`config.mk`:
```
export PLATFORM = sky130hd
export DESIGN_NAME = mmio_router
export DESIGN_NICKNAME = d
export VERILOG_FILES = /design/src/rtl/mmio_pkg.sv /design/src/rtl/mmio_addr_dec.sv /design/src/rtl/mmio_router.sv
export SDC_FILE = /design/constraint.sdc
export NUM_CORES = 1
export LEC_CHECK = 0
export CAP_MARGIN = 20
export CORE_AREA = 2 2 228 230
export DETAILED_ROUTE_END_ITERATION = 12
export DIE_AREA = 0 0 230 232
export SYNTH_ARGS = -nofsm -noshare
export SYNTH_HDL_FRONTEND = slang
export SYNTH_HIERARCHICAL = 1
export SYNTH_SLANG_ARGS = --single-unit
```
`constraint.sdc`:
```
create_clock -name clk -period 2.92 [get_ports clk]
set_input_delay 0.292 -clock clk [delete_from_list [all_inputs] [get_ports clk]]
set_output_delay 0.292 -clock clk [all_outputs]
set_load 0.05 [all_outputs]
```
`src/rtl/mmio_pkg.sv`:
```
// Shared types and the default SoC address map for the MMIO router.
// Map entries are base/mask pairs so they plug straight into SLV_BASE/SLV_MASK.
package mmio_pkg;

  typedef enum logic [1:0] {
    IDLE  = 2'd0,
    ISSUE = 2'd1,
    WAIT  = 2'd2,
    RESP  = 2'd3
  } state_t;

  localparam int TIMER_W = 8;
  localparam int MAP_AW  = 32;

  // Region lengths are powers of two, so the match mask is the inverted length-1.
  function automatic logic [MAP_AW-1:0] len_to_mask(input logic [MAP_AW-1:0] len);
    return ~(len - MAP_AW'(1));
  endfunction

  localparam logic [MAP_AW-1:0] ADDR_RAM = 32'h8000_0000;
  localparam logic [MAP_AW-1:0] RAM_LEN  = 32'h0800_0000;
  localparam logic [MAP_AW-1:0] RAM_MASK = len_to_mask(RAM_LEN);

  localparam logic [MAP_AW-1:0] KBD_ADDR = 32'hA000_0000;
  localparam logic [MAP_AW-1:0] KBD_LEN  = 32'h0000_1000;
  localparam logic [MAP_AW-1:0] KBD_MASK = len_to_mask(KBD_LEN);

  localparam logic [MAP_AW-1:0] PERI_LEN  = 32'h0000_1000;
  localparam logic [MAP_AW-1:0] PERI_MASK = len_to_mask(PERI_LEN);
  localparam logic [MAP_AW-1:0] SWT_ADDR  = 32'hA000_1000;
  localparam logic [MAP_AW-1:0] SEG_ADDR  = 32'hA000_2000;
  localparam logic [MAP_AW-1:0] LED_ADDR  = 32'hA000_3000;

  localparam logic [MAP_AW-1:0] RTC_ADDR = 32'hA000_4000;
  localparam logic [MAP_AW-1:0] RTC_LEN  = 32'h0000_1000;
  localparam logic [MAP_AW-1:0] RTC_MASK = len_to_mask(RTC_LEN);

  localparam int DEF_N_SLV = 6;
  localparam logic [DEF_N_SLV*MAP_AW-1:0] DEF_SLV_BASE =
    {RTC_ADDR, LED_ADDR, SEG_ADDR, SWT_ADDR, KBD_ADDR, ADDR_RAM};
  localparam logic [DEF_N_SLV*MAP_AW-1:0] DEF_SLV_MASK =
    {RTC_MASK, PERI_MASK, PERI_MASK, PERI_MASK, KBD_MASK, RAM_MASK};

endpackage

```
`src/rtl/mmio_addr_dec.sv`:
```
// Combinational priority address decoder: lowest matching slave index wins.
module mmio_addr_dec
  import mmio_pkg::*;
#(
  parameter int                        ADDR_W   = 32,
  parameter int                        N_SLV    = 4,
  parameter logic [N_SLV*ADDR_W-1:0]   SLV_BASE = '0,
  parameter logic [N_SLV*ADDR_W-1:0]   SLV_MASK = '0
) (
  input  logic [ADDR_W-1:0] addr,
  output logic [N_SLV-1:0]  sel,
  output logic              hit
);

  always_comb begin
    sel = '0;
    hit = 1'b0;
    for (int i = 0; i < N_SLV; i++) begin
      if (!hit && ((addr & SLV_MASK[i*ADDR_W +: ADDR_W]) ==
                   (SLV_BASE[i*ADDR_W +: ADDR_W] & SLV_MASK[i*ADDR_W +: ADDR_W]))) begin
        sel[i] = 1'b1;
        hit    = 1'b1;
      end
    end
  end

endmodule

```
`src/rtl/mmio_router.sv`:
```
// CPU LSU to N_SLV peripheral router: valid/ready request, one outstanding
// transaction, registered one-cycle response, error on unmapped address or timeout.
module mmio_router
  import mmio_pkg::*;
#(
  parameter int                        ADDR_W   = 32,
  parameter int                        DATA_W   = 64,
  parameter int                        N_SLV    = 4,
  parameter logic [N_SLV*ADDR_W-1:0]   SLV_BASE = '0,
  parameter logic [N_SLV*ADDR_W-1:0]   SLV_MASK = '0,
  parameter int                        TIMEOUT  = 255
) (
  input  logic                      clk,
  input  logic                      rst_n,
  input  logic                      cpu_req_valid,
  output logic                      cpu_req_ready,
  input  logic                      cpu_req_wen,
  input  logic [ADDR_W-1:0]         cpu_req_addr,
  input  logic [DATA_W-1:0]         cpu_req_wdata,
  input  logic [DATA_W/8-1:0]       cpu_req_wstrb,
  output logic                      cpu_rsp_valid,
  output logic [DATA_W-1:0]         cpu_rsp_rdata,
  output logic                      cpu_rsp_err,
  output logic [N_SLV-1:0]          slv_req_valid,
  input  logic [N_SLV-1:0]          slv_req_ready,
  output logic                      slv_req_wen,
  output logic [ADDR_W-1:0]         slv_req_addr,
  output logic [DATA_W-1:0]         slv_req_wdata,
  output logic [DATA_W/8-1:0]       slv_req_wstrb,
  input  logic [N_SLV-1:0]          slv_rsp_valid,
  input  logic [N_SLV*DATA_W-1:0]   slv_rsp_rdata,
  output logic [ADDR_W-1:0]         err_addr
);

  localparam logic [TIMER_W-1:0] TMO = TIMER_W'(TIMEOUT);

  state_t               state;
  logic [N_SLV-1:0]     sel_q;
  logic [TIMER_W-1:0]   timer;
  logic [N_SLV-1:0]     dec_sel;
  logic                 dec_hit;
  logic                 sel_req_ready;
  logic                 sel_rsp_valid;
  logic [DATA_W-1:0]    sel_rdata;

  mmio_addr_dec #(
    .ADDR_W   (ADDR_W),
    .N_SLV    (N_SLV),
    .SLV_BASE (SLV_BASE),
    .SLV_MASK (SLV_MASK)
  ) u_dec (
    .addr (cpu_req_addr),
    .sel  (dec_sel),
    .hit  (dec_hit)
  );

  // Only the latched selected slave is ever listened to; everything else is ignored.
  always_comb begin
    sel_req_ready = 1'b0;
    sel_rsp_valid = 1'b0;
    sel_rdata     = '0;
    for (int i = 0; i < N_SLV; i++) begin
      if (sel_q[i]) begin
        sel_req_ready = sel_req_ready | slv_req_ready[i];
        sel_rsp_valid = sel_rsp_valid | slv_rsp_valid[i];
        sel_rdata     = sel_rdata | slv_rsp_rdata[i*DATA_W +: DATA_W];
      end
    end
  end

  always_ff @(posedge clk or negedge rst_n) begin
    if (!rst_n) begin
      state         <= IDLE;
      cpu_req_ready <= 1'b0;
      cpu_rsp_valid <= 1'b0;
      cpu_rsp_rdata <= '0;
      cpu_rsp_err   <= 1'b0;
      slv_req_valid <= '0;
      slv_req_wen   <= 1'b0;
      slv_req_addr  <= '0;
      slv_req_wdata <= '0;
      slv_req_wstrb <= '0;
      err_addr      <= '0;
      sel_q         <= '0;
      timer         <= '0;
    end else begin
      cpu_rsp_valid <= 1'b0;
      case (state)
        IDLE: begin
          cpu_req_ready <= 1'b1;
          if (cpu_req_valid && cpu_req_ready) begin
            cpu_req_ready <= 1'b0;
            slv_req_wen   <= cpu_req_wen;
            slv_req_addr  <= cpu_req_addr;
            slv_req_wdata <= cpu_req_wdata;
            slv_req_wstrb <= cpu_req_wstrb;
            sel_q         <= dec_sel;
            timer         <= '0;
            if (dec_hit) begin
              slv_req_valid <= dec_sel;
              state         <= ISSUE;
            end else begin
              cpu_rsp_valid <= 1'b1;
              cpu_rsp_err   <= 1'b1;
              cpu_rsp_rdata <= '0;
              err_addr      <= cpu_req_addr;
              state         <= RESP;
            end
          end
        end
        ISSUE: begin
          if (sel_req_ready) begin
            slv_req_valid <= '0;
            timer         <= '0;
            state         <= WAIT;
          end else if (timer == TMO) begin
            slv_req_valid <= '0;
            cpu_rsp_valid <= 1'b1;
            cpu_rsp_err   <= 1'b1;
            cpu_rsp_rdata <= '0;
            err_addr      <= slv_req_addr;
            state         <= RESP;
          end else begin
            timer <= timer + 1'b1;
          end
        end
        WAIT: begin
          if (sel_rsp_valid) begin
            cpu_rsp_valid <= 1'b1;
            cpu_rsp_err   <= 1'b0;
            cpu_rsp_rdata <= slv_req_wen ? '0 : sel_rdata;
            state         <= RESP;
          end else if (timer == TMO) begin
            cpu_rsp_valid <= 1'b1;
            cpu_rsp_err   <= 1'b1;
            cpu_rsp_rdata <= '0;
            err_addr      <= slv_req_addr;
            state         <= RESP;
          end else begin
            timer <= timer + 1'b1;
          end
        end
        RESP: begin
          cpu_req_ready <= 1'b1;
          state         <= IDLE;
        end
        default: state <= IDLE;
      endcase
    end
  end

endmodule

```
==> run metrics, run 1 <==
Die Height 232 um; commonest non-fill, non-tap cell in the layout clkdlybuf4s50_1; ys async rst share 1.00; Main synth FF type dfrtp_1; clk slew on worst S/H paths 60 ps; area of the mapped netlist 10300 sq um; Cell Count Post-Placement 1971; setup ws final 488 ps; initial antenna violation count 10; Port Buffers 579; FF-to-FF Start sel_q[2]; # resized after CTS 0; type of the worst min-delay path input port to register; Non-Filler Instances 2025; total routed wirelength 44600 um; Residual DRC 0; Power Density 1330 nW/um^2; first-pass GRT wire length 64500 um; setup tns final 0 ps; most frequent cells in the layout 578 x clkdlybuf4s50_1, 218 x dfrtp_1, 143 x mux2_2; critical path startpoint category register; min cycle time layout 2430 ps; worst skew pair latency 570 ps; peak supply drop 765 uV; worst clock skew 22.1 ps; drt first pass iters 5; biggest area consumer among synthesized cells dfrtp_1; yosys warns 6; Boundary Pins 580; final core utilization 0.350; CTS tree built; wl on met1 17400 um; GRT Residual Overflow 0; TritonCTS buffer count 28; Clock Tree Buf Depth 3; FF+latch count, synth 222; Seq/Total Area, Yosys 0.541; CTS sink cnt 222; drt wl/cell 22.0 um; Final Hold Viols 0; crit-path max FO 32; met2 WL 22400 um; RSZ-0062 raised after global routing false; pin count of the biggest net entering global routing 81; wire length on met3 3620 um; leakage dissipation 7.21 nW; # Max-Cap Violations 0; pre-CTS WS 284 ps; Syn Area/Cell 13.7 sq um; count of final setup violators 0; share of layout cells above drive strength 1 0.190; Placeable Area 50900 sq um; crit end category register; Syn Inst Count 749; FF-to-FF setup slack 490 ps; DIE WIDTH 230 um; final worst-path cycle share 0.833; top-area cell type share of the netlist area 0.541; DRT antenna net count 0; Die ar. 53400 sq um; Tot Pwr 0.0236 W; Setup CP Type register to register; outcome finished, final reports clean; Root Driver clkbuf_16; H-tree depth reported by CTS 1; Final nets 1699; RePlAce Congestion 0.874; Initial Util 0.202; Crit. Startpoint sel_q[2]; dpl hpwl 33800 um; Max Clk Rate 411 MHz; Worst slew margin 0.520; Post-CTS Setup Bufs 0; total global-route track usage 0.160; hold wc startpoint cpu_req_wen; Via Count 9099; Site Rows 83; Worst-Margin Slew 720 ps; vias in the first global route 9819; Worst Path Required 3350 ps; 1st-iter DRT viols 508; max-slew violation count 0; Top Layer Used met4; Vias/cell 4.49; Synth cell types 44; Arr. time, crit path 2860 ps; largest cells by area after synthesis dfrtp_1 54%, mux2_2 16%, a22o_1 5.8%; Post-synth EDFFs 0; Area growth syn-to-layout 73.4%
Yosys cell counts (all sizes together), types with 2 or more instances:
library cell,n
nor2,10
nand2,9
ha,5
dfrtp,222
nand3,7
mux2,173
o31ai,2
nor3,4
o2bb2ai,65
a21boi,2
mux2i,2
a2bb2oi,3
a21oi,12
conb,2
buf,28
o21ai,4
a22oi,4
a31oi,2
a22o,68
clkbuf,39
inv,8
a221oi,64
flip-flops by register name, summed over array words and instances (netlist names):
name           cells
cpu_rsp_rdata     64
slv_req_wdata     64
err_addr          32
slv_req_addr      32
slv_req_wstrb      8
timer              8
sel_q              4
slv_req_valid      4
state              2
cpu_req_ready      1
cpu_rsp_err        1
cpu_rsp_valid      1
slv_req_wen        1
worst paths after layout:
check | end | depth (start not counted)
worst min register to register | cpu_rsp_rdata[47] | 1
min in group asynchronous | cpu_rsp_rdata[24] | 2
worst max-delay path | err_addr[4] | 6
worst max register to register | err_addr[4] | 6
worst min-delay path | slv_req_wen | 2
max in group asynchronous | slv_req_wdata[16] | 3
repair_timing:
action	4_1_cts	5_1_grt
endpoints found under the setup margin	0	0
hold buffers	1	0
endpoints found under the hold margin	71	0
through the flow:
step	area [sq um]	hold WS [ps]
2_1_floorplan	10300	-3.59
3_3_place_gp	16900	364
3_5_place_dp	16900	366
4_1_cts	17800	302
5_1_grt	17800	320
6_report	17800	341
layer usage:
layer | global-route usage | vias to the layer above
met1 | 0.184 | 4518
met4 | 0.0508 | 0
met5 | 0 | -
li1 | - | 4088
met3 | 0.0443 | 63
met2 | 0.288 | 430
critical path, stage by stage, from the launching register on:
cell and delay (ps):
dfrtp_2 560, a22oi_2 290, nand2_1 160, a211oi_4 440, nand3b_4 100, buf_4 310
mux2_4 380
cell families after synthesis:
kind of cell | after synthesis | share of synthesized area
AO/OA/AOI/OAI | 235 | 0.195
flip-flops | 222 | 0.541
multiplexers | 175 | 0.203
buffers and inverters | 75 | 0.0369
AND/OR/NAND/NOR | 35 | 0.0178
adder cells (fa/ha/maj) | 5 | 0.00609
other | 2 | 0.000731
layout make-up:
type,instances,area [sq um]
multi-input cells,455,4370
clock inverters,6,58.8
diodes,5,12.5
clock buffers,42,835
inverters,8,30.0
flip-flops and latches,222,5560
well taps,680,851
repair buffers,607,6100
fillers,5047,33100
power by group:
group	leakage, nW	internal, W	total [W]	switching, W
clock network	0.443	0.00204	0.00340	0.00136
registers	2.78	0.00456	0.00554	0.000974
logic	3.99	0.00578	0.0147	0.00893
Note: power is estimated with default switching activity, not from simulation.
==> run 2, diff against run 1 <==
clock period = 2.42 ns   (was 2.92 ns; I/O delays follow)
==> run 2 against run 1 <==
Compared with the run above: via count increased by 1.3%; maximum frequency increased by 6.3%; design area about the same; setup slack got worse by 360 ps; utilization about the same; register-to-register slack got worse by 360 ps; final cell count about the same; clock-buffer cell count increased by 1; first-iteration DRC count decreased by 15%; largest cell class unchanged.
==> run metrics, run 2 (same netlist as run 1, synthesis figures left out) <==
Setup CP Type register to register (unchanged); Worst Path Required 2880 ps (was 3350 ps); switching share of total power 0.475 (was 0.476); worst clock skew 8.68 ps (was 22.1 ps); Multi-input gate area 4370 sq um (unchanged); Regs by FF count cpu_rsp_rdata (64), slv_req_wdata (64) (unchanged); Vias/cell 4.56 (was 4.49); fillers 5050 (was 5047); 1st-iter DRT viols 431 (was 508); max-slew violation count 0 (unchanged); Port Buffers 579 (unchanged); H-tree depth reported by CTS 1 (unchanged); Final nets 1696 (was 1699); setup tns final 0 ps (unchanged); crit-path max FO 64 (was 32); Die ar. 53400 sq um (unchanged); # Max-Cap Violations 0 (unchanged); Final Hold Viols 0 (unchanged); Boundary Pins 580 (unchanged); vias in the first global route 9773 (was 9819); Area growth syn-to-layout 73.6% (was 73.4%); RSZ-0062 raised after global routing false (unchanged); worst skew pair latency 540 ps (was 570 ps); DRT antenna net count 0 (unchanged); Sw Pwr 0.0137 W (was 0.0113 W); TritonCTS buffer count 27 (was 28); Initial Util 0.202 (unchanged); Non-Filler Instances 2023 (was 2025); final worst-path cycle share 0.945 (was 0.833); Worst slew margin 0.461 (was 0.520); Clock Tree Buf Depth 3 (unchanged); Die Height 232 um (unchanged); Finished Cell Area 17800 sq um (about the same); commonest non-fill, non-tap cell in the layout clkdlybuf4s50_1 (unchanged); clk slew on worst S/H paths 60 ps (about the same); RePlAce Congestion 0.891 (was 0.874); CTS sink cnt 222 (unchanged); first-pass GRT wire length 65000 um (was 64500 um); share of layout cells above drive strength 1 0.190 (about the same); Residual DRC 0 (unchanged); Worst-Margin Slew 808 ps (was 720 ps); Via Count 9215 (was 9099); pin count of the biggest net entering global routing 66 (was 81); Placeable Area 50900 sq um (unchanged); drt first pass iters 5 (unchanged); type of the worst min-delay path input port to asynchronous set/reset pin (was input port to register); total routed wirelength 44700 um (was 44600 um); Root Driver clkbuf_16 (unchanged); sequential power share 0.232 (was 0.234); min cycle time layout 2290 ps (was 2430 ps); Site Rows 83 (unchanged); Post-CTS Setup Bufs 0 (unchanged); Arr. time, crit path 2740 ps (was 2860 ps); CTS tree built (unchanged); part of the power in combinational logic 0.625 (was 0.622); leakage dissipation 7.21 nW (about the same); dpl hpwl 33900 um (was 33800 um); Clk pwr share 0.143 (was 0.144); Max Clk Rate 437 MHz (was 411 MHz); Area after DPL 16900 sq um (about the same); # resized after CTS 0 (unchanged); total global-route track usage 0.161 (was 0.160); drt wl/cell 22.1 um (was 22.0 um); most frequent cells in the layout 577 x clkdlybuf4s50_1, 218 x dfrtp_1, 143 x mux2_2 (was 578 x clkdlybuf4s50_1, 218 x dfrtp_1, 143 x mux2_2); count of final setup violators 0 (unchanged); initial antenna violation count 9 (was 10); Power Density 1610 nW/um^2 (was 1330 nW/um^2); DIE WIDTH 230 um (unchanged); critical path startpoint category register (unchanged); peak supply drop 937 uV (was 765 uV); Register Area 5560 sq um (unchanged); Cell Count Post-Placement 1969 (was 1971); outcome finished, final reports clean (unchanged); crit end category register (unchanged); Tot Pwr 0.0288 W (was 0.0236 W); Int Pwr 0.0151 W (was 0.0124 W); GRT Residual Overflow 0 (unchanged)
## run 2: cell count changes in the layout (fill, tap and decap cells not counted), moves of 2 or more
cell,change
clkbuf_16,-2
clkbuf_8,+3
buf_12,+2
buf_4,-3
## run 2: worst max-delay path, cell delays in order (launching register included)
cell	delay [ps]
dfrtp_2	490
a22oi_2	310
nand2_1	230
a211oi_4	360
buf_4	190
nand4b_1	150
buf_12	240
o2bb2ai_1	190
## run 2: final cells by class
type / count / share of cell area
diodes: 5 / 0.000702
repair buffers: 605 / 0.343
well taps: 680 / 0.0477
clock buffers: 43 / 0.0463
inverters: 8 / 0.00168
flip-flops and latches: 222 / 0.312
clock inverters: 5 / 0.00421
multi-input cells: 455 / 0.245
## run 2: repair_timing
item                                   4_1_cts  5_1_grt
endpoints found under the hold margin       51        0
setup endpoints to repair                    0        0
hold buffers                                 1        0
## run 2: final timing paths
path | startpoint | endpoint | slack [ps] | cells after the start
max | sel_q[0] | cpu_rsp_rdata[52] | 130 | 7
min | rst_n | cpu_rsp_rdata[14] | 300 | 2
max in group asynchronous | rst_n | cpu_rsp_rdata[51] | 1380 | 3
min in group clk | cpu_req_wdata[14] | slv_req_wdata[14] | 310 | 2
max reg2reg | sel_q[0] | cpu_rsp_rdata[52] | 130 | 7
min reg2reg | cpu_rsp_rdata[61] | cpu_rsp_rdata[61] | 490 | 1
## run 2: routing by layer
| layer | share of wire | GRT usage | up-vias |
|---|---|---|---|
| li1 | - | - | 4078 |
| met2 | 0.50 | 0.283 | 462 |
| met4 | 0.028 | 0.0597 | 2 |
| met3 | 0.090 | 0.0489 | 63 |
| met5 | 0.00025 | 0 | - |
| met1 | 0.38 | 0.184 | 4610 |
## run 2: power groups by stage
| stage | clock network [W] | registers [W] | logic (W) |
|---|---|---|---|
| finish | 0.00412 | 0.00666 | 0.0180 |
| global route | 0.00441 | 0.00691 | 0.0188 |
| CTS | 0.00429 | 0.00670 | 0.0182 |
| detailed placement | 0 | 0.00671 | 0.0182 |
| global placement | 0 | 0.00667 | 0.0180 |
| floorplan | 0 | 0.0124 | 0.00588 |
## run 2: metrics by stage
| stage | util | hold slack, ps | setup WS, ps |
|---|---|---|---|
| floorplan | - | -53.6 | 308 |
| global placement | 0.332 | 237 | 66.6 |
| detailed placement | 0.332 | 246 | 21.3 |
| CTS | 0.350 | 269 | 145 |
| global route | 0.350 | 282 | 54.1 |
| finish | 0.350 | 298 | 132 |
==> run 3, diff against run 2 <==
CTS_CLUSTER_SIZE = 25   (was unset)
==> results of run 3 <==
Final layout, timing and power as in run 2 (identical DEF).
